===== src/rtl/ql_cfg_pkg.sv =====
// Shared definitions for the region-0 BL/WL configuration loader.
//   cfg_state_t      : loader FSM state encoding
//   QL_BL_WIDTH/ROWS : region-0 array geometry defaults
//   words_per_frame  : input words needed to fill one bit-line frame
//   idx_width        : width of an index/counter over n values (minimum 1 bit)
package ql_cfg_pkg;

    typedef enum logic [2:0] {
        ST_IDLE  = 3'd0,
        ST_LOAD  = 3'd1,
        ST_SETUP = 3'd2,
        ST_PULSE = 3'd3,
        ST_HOLD  = 3'd4,
        ST_DONE  = 3'd5
    } cfg_state_t;

    localparam int QL_BL_WIDTH = 514;
    localparam int QL_WL_ROWS  = 407;

    function automatic int words_per_frame(input int bl, input int w);
        return (bl + w - 1) / w;
    endfunction

    function automatic int idx_width(input int n);
        return (n > 1) ? $clog2(n) : 1;
    endfunction

endpackage


===== src/rtl/ql_cfg_frame_asm.sv =====
// Bit-line frame assembler.
// Collects WPF input words into one BL_WIDTH-bit frame. Word k lands on
// frame[k*IN_W +: IN_W] with word bit i on frame[k*IN_W+i]; bits of the last
// word that fall beyond BL_WIDTH are dropped.
// Ports:
//   clk, srst : clock, synchronous active-high reset (clears frame and wc)
//   load      : accept 'word' into slot wc, then advance wc
//   clear     : restart the word counter at slot 0 (frame contents kept)
//   word      : input word
//   wc        : current word slot
//   frame     : assembled frame, index [0:BL_WIDTH-1]
module ql_cfg_frame_asm
    import ql_cfg_pkg::*;
#(
    parameter int BL_WIDTH = QL_BL_WIDTH,
    parameter int IN_W     = 32,
    parameter int WPF      = words_per_frame(BL_WIDTH, IN_W),
    parameter int WC_W     = idx_width(WPF)
) (
    input  logic                clk,
    input  logic                srst,
    input  logic                load,
    input  logic                clear,
    input  logic [IN_W-1:0]     word,
    output logic [WC_W-1:0]     wc,
    output logic [0:BL_WIDTH-1] frame
);

    logic [WC_W-1:0]     wc_reg;
    logic [0:BL_WIDTH-1] frame_reg;
    logic [0:BL_WIDTH-1] frame_next;

    always_ff @(posedge clk) begin
        if (srst) begin
            wc_reg <= '0;
        end else if (clear) begin
            wc_reg <= '0;
        end else if (load) begin
            wc_reg <= (wc_reg == WC_W'(WPF - 1)) ? '0 : wc_reg + 1'b1;
        end
    end

    // Each frame bit has exactly one source slot/bit; bits past BL_WIDTH
    // simply have no frame bit to land on, which is the truncation.
    genvar gi;
    generate
        for (gi = 0; gi < BL_WIDTH; gi++) begin : g_bit
            localparam int WORD_IDX = gi / IN_W;
            localparam int BIT_IDX  = gi % IN_W;
            assign frame_next[gi] = (load && (wc_reg == WC_W'(WORD_IDX)))
                                    ? word[BIT_IDX] : frame_reg[gi];
        end
    endgenerate

    always_ff @(posedge clk) begin
        if (srst) begin
            frame_reg <= '0;
        end else begin
            frame_reg <= frame_next;
        end
    end

    assign wc    = wc_reg;
    assign frame = frame_reg;

endmodule


===== src/rtl/ql_bank_cfg_loader.sv =====
// Region-0 memory-bank configuration loader.
// Streams the bitstream in as IN_W-bit words, assembles one bit-line frame per
// word-line row, presents it on bl, waits SETUP_CYC cycles, pulses the row's
// word line for WL_PULSE cycles, idles one HOLD cycle, then moves to the next
// row. After the last row cfg_done is raised and held until the next start.
// Ports:
//   clk, global_reset : clock, synchronous active-high reset
//   cfg_start         : begin a load (honoured in IDLE/DONE only)
//   cfg_abort         : abandon an active load (honoured while busy only)
//   in_data/valid/ready : bitstream word stream
//   bl                : bit lines [0:BL_WIDTH-1]
//   wl                : word lines [0:WL_ROWS-1], one-hot during PULSE, else 0
//   cfg_busy          : loader active (not IDLE/DONE)
//   cfg_done          : sticky completion flag
//   cfg_row           : current row index
module ql_bank_cfg_loader
    import ql_cfg_pkg::*;
#(
    parameter int BL_WIDTH  = QL_BL_WIDTH,
    parameter int WL_ROWS   = QL_WL_ROWS,
    parameter int IN_W      = 32,
    parameter int SETUP_CYC = 1,
    parameter int WL_PULSE  = 2
) (
    input  logic                          clk,
    input  logic                          global_reset,
    input  logic                          cfg_start,
    input  logic                          cfg_abort,
    input  logic [IN_W-1:0]               in_data,
    input  logic                          in_valid,
    output logic                          in_ready,
    output logic [0:BL_WIDTH-1]           bl,
    output logic [0:WL_ROWS-1]            wl,
    output logic                          cfg_busy,
    output logic                          cfg_done,
    output logic [idx_width(WL_ROWS)-1:0] cfg_row
);

    localparam int WPF     = words_per_frame(BL_WIDTH, IN_W);
    localparam int WC_W    = idx_width(WPF);
    localparam int ROW_W   = idx_width(WL_ROWS);
    localparam int CYC_MAX = (SETUP_CYC > WL_PULSE) ? SETUP_CYC : WL_PULSE;
    localparam int CYC_W   = idx_width(CYC_MAX);

    cfg_state_t         state_reg, state_next;
    logic [ROW_W-1:0]   row_reg, row_next;
    logic [CYC_W-1:0]   cyc_reg, cyc_next;
    logic               ready_reg, ready_next;
    logic               done_reg, done_next;
    logic               busy_reg, busy_next;
    logic [0:WL_ROWS-1] wl_reg, wl_next;

    logic               asm_load;
    logic               asm_clear;
    logic [WC_W-1:0]    asm_wc;
    logic               busy_now;
    logic               accept;

    ql_cfg_frame_asm #(
        .BL_WIDTH (BL_WIDTH),
        .IN_W     (IN_W),
        .WPF      (WPF),
        .WC_W     (WC_W)
    ) u_frame_asm (
        .clk   (clk),
        .srst  (global_reset),
        .load  (asm_load),
        .clear (asm_clear),
        .word  (in_data),
        .wc    (asm_wc),
        .frame (bl)
    );

    assign busy_now = (state_reg != ST_IDLE) && (state_reg != ST_DONE);
    assign accept   = in_valid && ready_reg;

    always_comb begin
        state_next = state_reg;
        row_next   = row_reg;
        cyc_next   = cyc_reg;
        ready_next = ready_reg;
        done_next  = done_reg;
        asm_load   = 1'b0;
        asm_clear  = 1'b0;

        // Abort outranks everything, so a word offered in the same cycle is
        // never written (asm_load stays low).
        if (cfg_abort && busy_now) begin
            state_next = ST_IDLE;
            ready_next = 1'b0;
            done_next  = 1'b0;
        end else begin
            case (state_reg)
                ST_IDLE, ST_DONE: begin
                    if (cfg_start) begin
                        state_next = ST_LOAD;
                        row_next   = '0;
                        ready_next = 1'b1;
                        done_next  = 1'b0;
                        asm_clear  = 1'b1;
                    end
                end
                ST_LOAD: begin
                    asm_load = accept;
                    if (accept && (asm_wc == WC_W'(WPF - 1))) begin
                        state_next = ST_SETUP;
                        ready_next = 1'b0;
                        cyc_next   = '0;
                    end
                end
                ST_SETUP: begin
                    if (cyc_reg == CYC_W'(SETUP_CYC - 1)) begin
                        state_next = ST_PULSE;
                        cyc_next   = '0;
                    end else begin
                        cyc_next = cyc_reg + 1'b1;
                    end
                end
                ST_PULSE: begin
                    if (cyc_reg == CYC_W'(WL_PULSE - 1)) begin
                        state_next = ST_HOLD;
                        cyc_next   = '0;
                    end else begin
                        cyc_next = cyc_reg + 1'b1;
                    end
                end
                ST_HOLD: begin
                    if (row_reg == ROW_W'(WL_ROWS - 1)) begin
                        state_next = ST_DONE;
                        done_next  = 1'b1;
                    end else begin
                        state_next = ST_LOAD;
                        row_next   = row_reg + 1'b1;
                        ready_next = 1'b1;
                        asm_clear  = 1'b1;
                    end
                end
                default: begin
                    state_next = ST_IDLE;
                    ready_next = 1'b0;
                end
            endcase
        end

        busy_next = (state_next != ST_IDLE) && (state_next != ST_DONE);
    end

    // Word-line decode from the next state: wl is registered alongside the
    // state, so it can only be high while the FSM sits in PULSE.
    genvar gi;
    generate
        for (gi = 0; gi < WL_ROWS; gi++) begin : g_wl
            assign wl_next[gi] = (state_next == ST_PULSE) && (row_next == ROW_W'(gi));
        end
    endgenerate

    always_ff @(posedge clk) begin
        if (global_reset) begin
            state_reg <= ST_IDLE;
            row_reg   <= '0;
            cyc_reg   <= '0;
            ready_reg <= 1'b0;
            done_reg  <= 1'b0;
            busy_reg  <= 1'b0;
            wl_reg    <= '0;
        end else begin
            state_reg <= state_next;
            row_reg   <= row_next;
            cyc_reg   <= cyc_next;
            ready_reg <= ready_next;
            done_reg  <= done_next;
            busy_reg  <= busy_next;
            wl_reg    <= wl_next;
        end
    end

    assign in_ready = ready_reg;
    assign wl       = wl_reg;
    assign cfg_busy = busy_reg;
    assign cfg_done = done_reg;
    assign cfg_row  = row_reg;

endmodule

===== config.mk =====
export PLATFORM = sky130hd
export DESIGN_NAME = ql_bank_cfg_loader
export DESIGN_NICKNAME = d
export VERILOG_FILES = /design/src/rtl/ql_cfg_pkg.sv /design/src/rtl/ql_cfg_frame_asm.sv /design/src/rtl/ql_bank_cfg_loader.sv
export SDC_FILE = /design/constraint.sdc
export NUM_CORES = 2
export LEC_CHECK = 0
export ABC_CLOCK_PERIOD_IN_PS = 2550
export BUFFER_PORTS_ARGS = -buffer_cell sky130_fd_sc_hd__buf_2
export CORE_AREA = 4 4 376 378
export CTS_CLUSTER_SIZE = 25
export DETAILED_ROUTE_END_ITERATION = 8
export DIE_AREA = 0 0 380 382
export SLEW_MARGIN = 20
export SYNTH_ARGS = -nofsm -noshare
export SYNTH_HDL_FRONTEND = slang
export SYNTH_SLANG_ARGS = --single-unit

===== constraint.sdc =====
create_clock -name clk -period 2.55 [get_ports clk]
set_clock_uncertainty 0.1 [all_clocks]
set_input_delay 0 -clock clk [delete_from_list [all_inputs] [get_ports clk]]
set_output_delay 0 -clock clk [all_outputs]
set_load 0.01 [all_outputs]

==> reports/metrics.cfg <==
[global_route]
use_met2=0.329
grt.overflow.total=0
grt_most_used_layer=met2
grt_pass1_vias=27305
grt_use_met3=0.0480
antenna_found_initial=4
grt_max_degree=210
grt_pass1_wl_mm=200
grt_usage=0.188
grt_use_met1=0.214

[worst_setup_path]
worst_ep_arrival_time_ns=3.06
cp-startpoint=state_reg[1]
r2r-start=state_reg[1]
worstSetupStartpointType=flip-flop
cp-end-kind=flip-flop
worstPathMaxFanout=8
reg2reg_to=wl[294]
crit_end=wl[294]
reg2reg_slack_ns=-0.02
worstSetupPathType=reg2reg
r2r_cells=12
cp.required_ns=3.05

[timing]
rsz0062_at_grt=yes
clock.fmax_mhz=390
drv_slew=0
fin_ws_ns=-0.0165
relSlewSlack=0.240
period_minus_slack_ns=2.57
tns_ns=-0.0454
setup_viol_count_final=4
hold_viol=0
tightest_slew_ns=1.14
post-route-period-util=1.01

[route]
drc=0
vias_per_cell=4.53
wl_per_cell_um=23.7
drtIter0Drc=2274
dr_total_vias=29486
ant_nets=0
drt_wl_total_mm=154
dr.pass1.iters=6

[power_and_ir_drop]
power_density_nw_per_um2=664
p_seq_frac=0.484
ir_drop_mv=0.458
p_int_w=0.0235
leakage_nw=19.2
switching_share=0.226
p_sw_w=0.00689
fin_total_pwr_w=0.0304
clkPwrFrac=0.492
combPwrFrac=0.024

[layout]
final_nets=4673
largest_reg_flops=514
syn2layout_area_growth_pct=51.1
drive_gt1_frac=0.377

[placement]
numPortBuffers=969
dpl_worst_slack_ns=-0.191
gp_congestion=0.859
dp_hpwl_mm=102

[clock_tree]
clock_sink_count=942
cts_tree=built
cts_buffer_depth=3
h-tree-depth=3
numCtsBuffers=99
clockRootBuffer=clkbuf_16
insertion_delay_ns=0.67
path_clk_slew_ns=0.07

[yosys]
synth.most_common_cell=nand2_1
synthArstFlopShare=0
synth_edf_count=0
netlist_top_cells_area=dfxtp_1 (62%), nand2_1 (14%), a21oi_1 (8.8%), nor2_1 (4.9%), clkbuf_1 (2.6%)
ys_seq_elements=942
ys_types=72
yosys_most_used_dff=dfxtp_1
synth_largest_area_cell=dfxtp_1
avgSynthCellArea_um2=8.58
synth_nets=3578
synth_area_um2=30300
ys_warn_count=0
synth_common_cells=nand2_1 (1092), dfxtp_1 (942), a21oi_1 (536), nor2_1 (398), clkbuf_1 (209)
synth.top_cell.area_share=0.622
ys_seq_area_frac=0.622
netlist_instances=3534

[hold_path]
worst_hold_path_type=in2reg

[floorplanning]
die_area_um2=145000
die_x_um=380
placementRows=136
die_h_um=382
initial_core_util=0.221
io_pins=970
fp.coreArea_um2=137000

[status]
violations=setup timing
run_status=finished with violations

[flow_run]
cap_violations=0

## area by class of cell
type / instances / area [um^2]
Multi-Input combinational cell: 2282 / 11900
Clock buffer: 143 / 2820
Tap cell: 1794 / 2240
Sequential cell: 942 / 18900
Clock inverter: 38 / 551
Fill cell: 14023 / 91700
Inverter: 9 / 46.3
Timing Repair Buffer: 1295 / 9400
Antenna cell: 3 / 7.51
## per-layer routing
metal,share of wire,up-vias
met3,0.082,320
met1,0.37,14172
met5,0.000084,-
met4,0.052,2
li1,-,13510
met2,0.49,1482
## kinds of logic after synthesis
group,Yosys count,synth area share
AOI/OAI and AO/OA,589,0.103
xor gates and xnor gates,6,0.00173
adders and majority gates,7,0.00289
buffers and inverters,313,0.0441
DFF,942,0.622
muxes,3,0.00103
and+or+nand+nor,1674,0.225
## how the worst min path moves through the flow
stage,from,to,slack (ns),cells past startpoint
final,in_data[22],u_frame_asm.frame[406],0.31,4
after global routing,in_data[4],u_frame_asm.frame[4],0.28,4
after CTS,in_data[26],u_frame_asm.frame[378],0.22,4
after detailed placement,wl[227],wl[227],0.29,1
after global placement,wl[111],wl[111],0.30,1
after floorplan,cfg_start,state_reg[0],0.16,4
## timing repair
action	4_1_cts	5_1_grt
pin swaps	19	122
gates resized for setup	63	418
buffers inserted	21	32
endpoints found under the hold margin	596	0
gates cloned	7	35
hold buffers	38	0
endpoints found under the setup margin	659	787
## critical path, stage by stage, from the launching register on
cell       delay (ns)
dfxtp_2          0.35
buf_6            0.14
buf_8            0.11
nand2b_1         0.05
o21ai_0          0.42
o2111ai_4        0.24
buf_6            0.17
and2b_1          0.22
buf_12           0.15
buf_16           0.18
nand3_2          0.09
buf_6            0.15
nor2_1           0.10
## layout by cell type, fill, tap and decap left out, types with 15 or more instances in the layout
master / instances
nand2_1: 1015
buf_2: 968
dfxtp_1: 935
a21oi_1: 457
nor2_1: 327
clkbuf_16: 126
buf_4: 107
buf_12: 93
a21oi_2: 80
nor2_2: 54
buf_6: 48
nand2_2: 40
dlygate4sd3_1: 38
nand2_4: 33
clkbuf_1: 29
nor3_2: 26
nand3_2: 21
nor3_4: 18
nor3_1: 18
nor2_4: 17
nand2b_1: 15
nand3_1: 15
## per-stage QoR
step	hold WS, ns	std cells	utilization	instance area (um^2)
floorplan	0.160	3534	-	30300
detailed placement	0.293	6193	0.283	38900
global placement	0.295	6192	0.282	38800
global route	0.279	6504	0.333	45800
finish	0.313	6506	0.333	45800
CTS	0.224	6439	0.314	43200
## power by group through the flow
stage	clock (W)	sequential, W	combinational (W)
after floorplan	0	0.0151	0.000280
after detailed placement	0	0.0151	0.000637
after global routing	0.0158	0.0147	0.000753
after global placement	0	0.0151	0.000636
after CTS	0.0152	0.0147	0.000697
final	0.0150	0.0147	0.000737
Power figures use the tool's default switching activity.
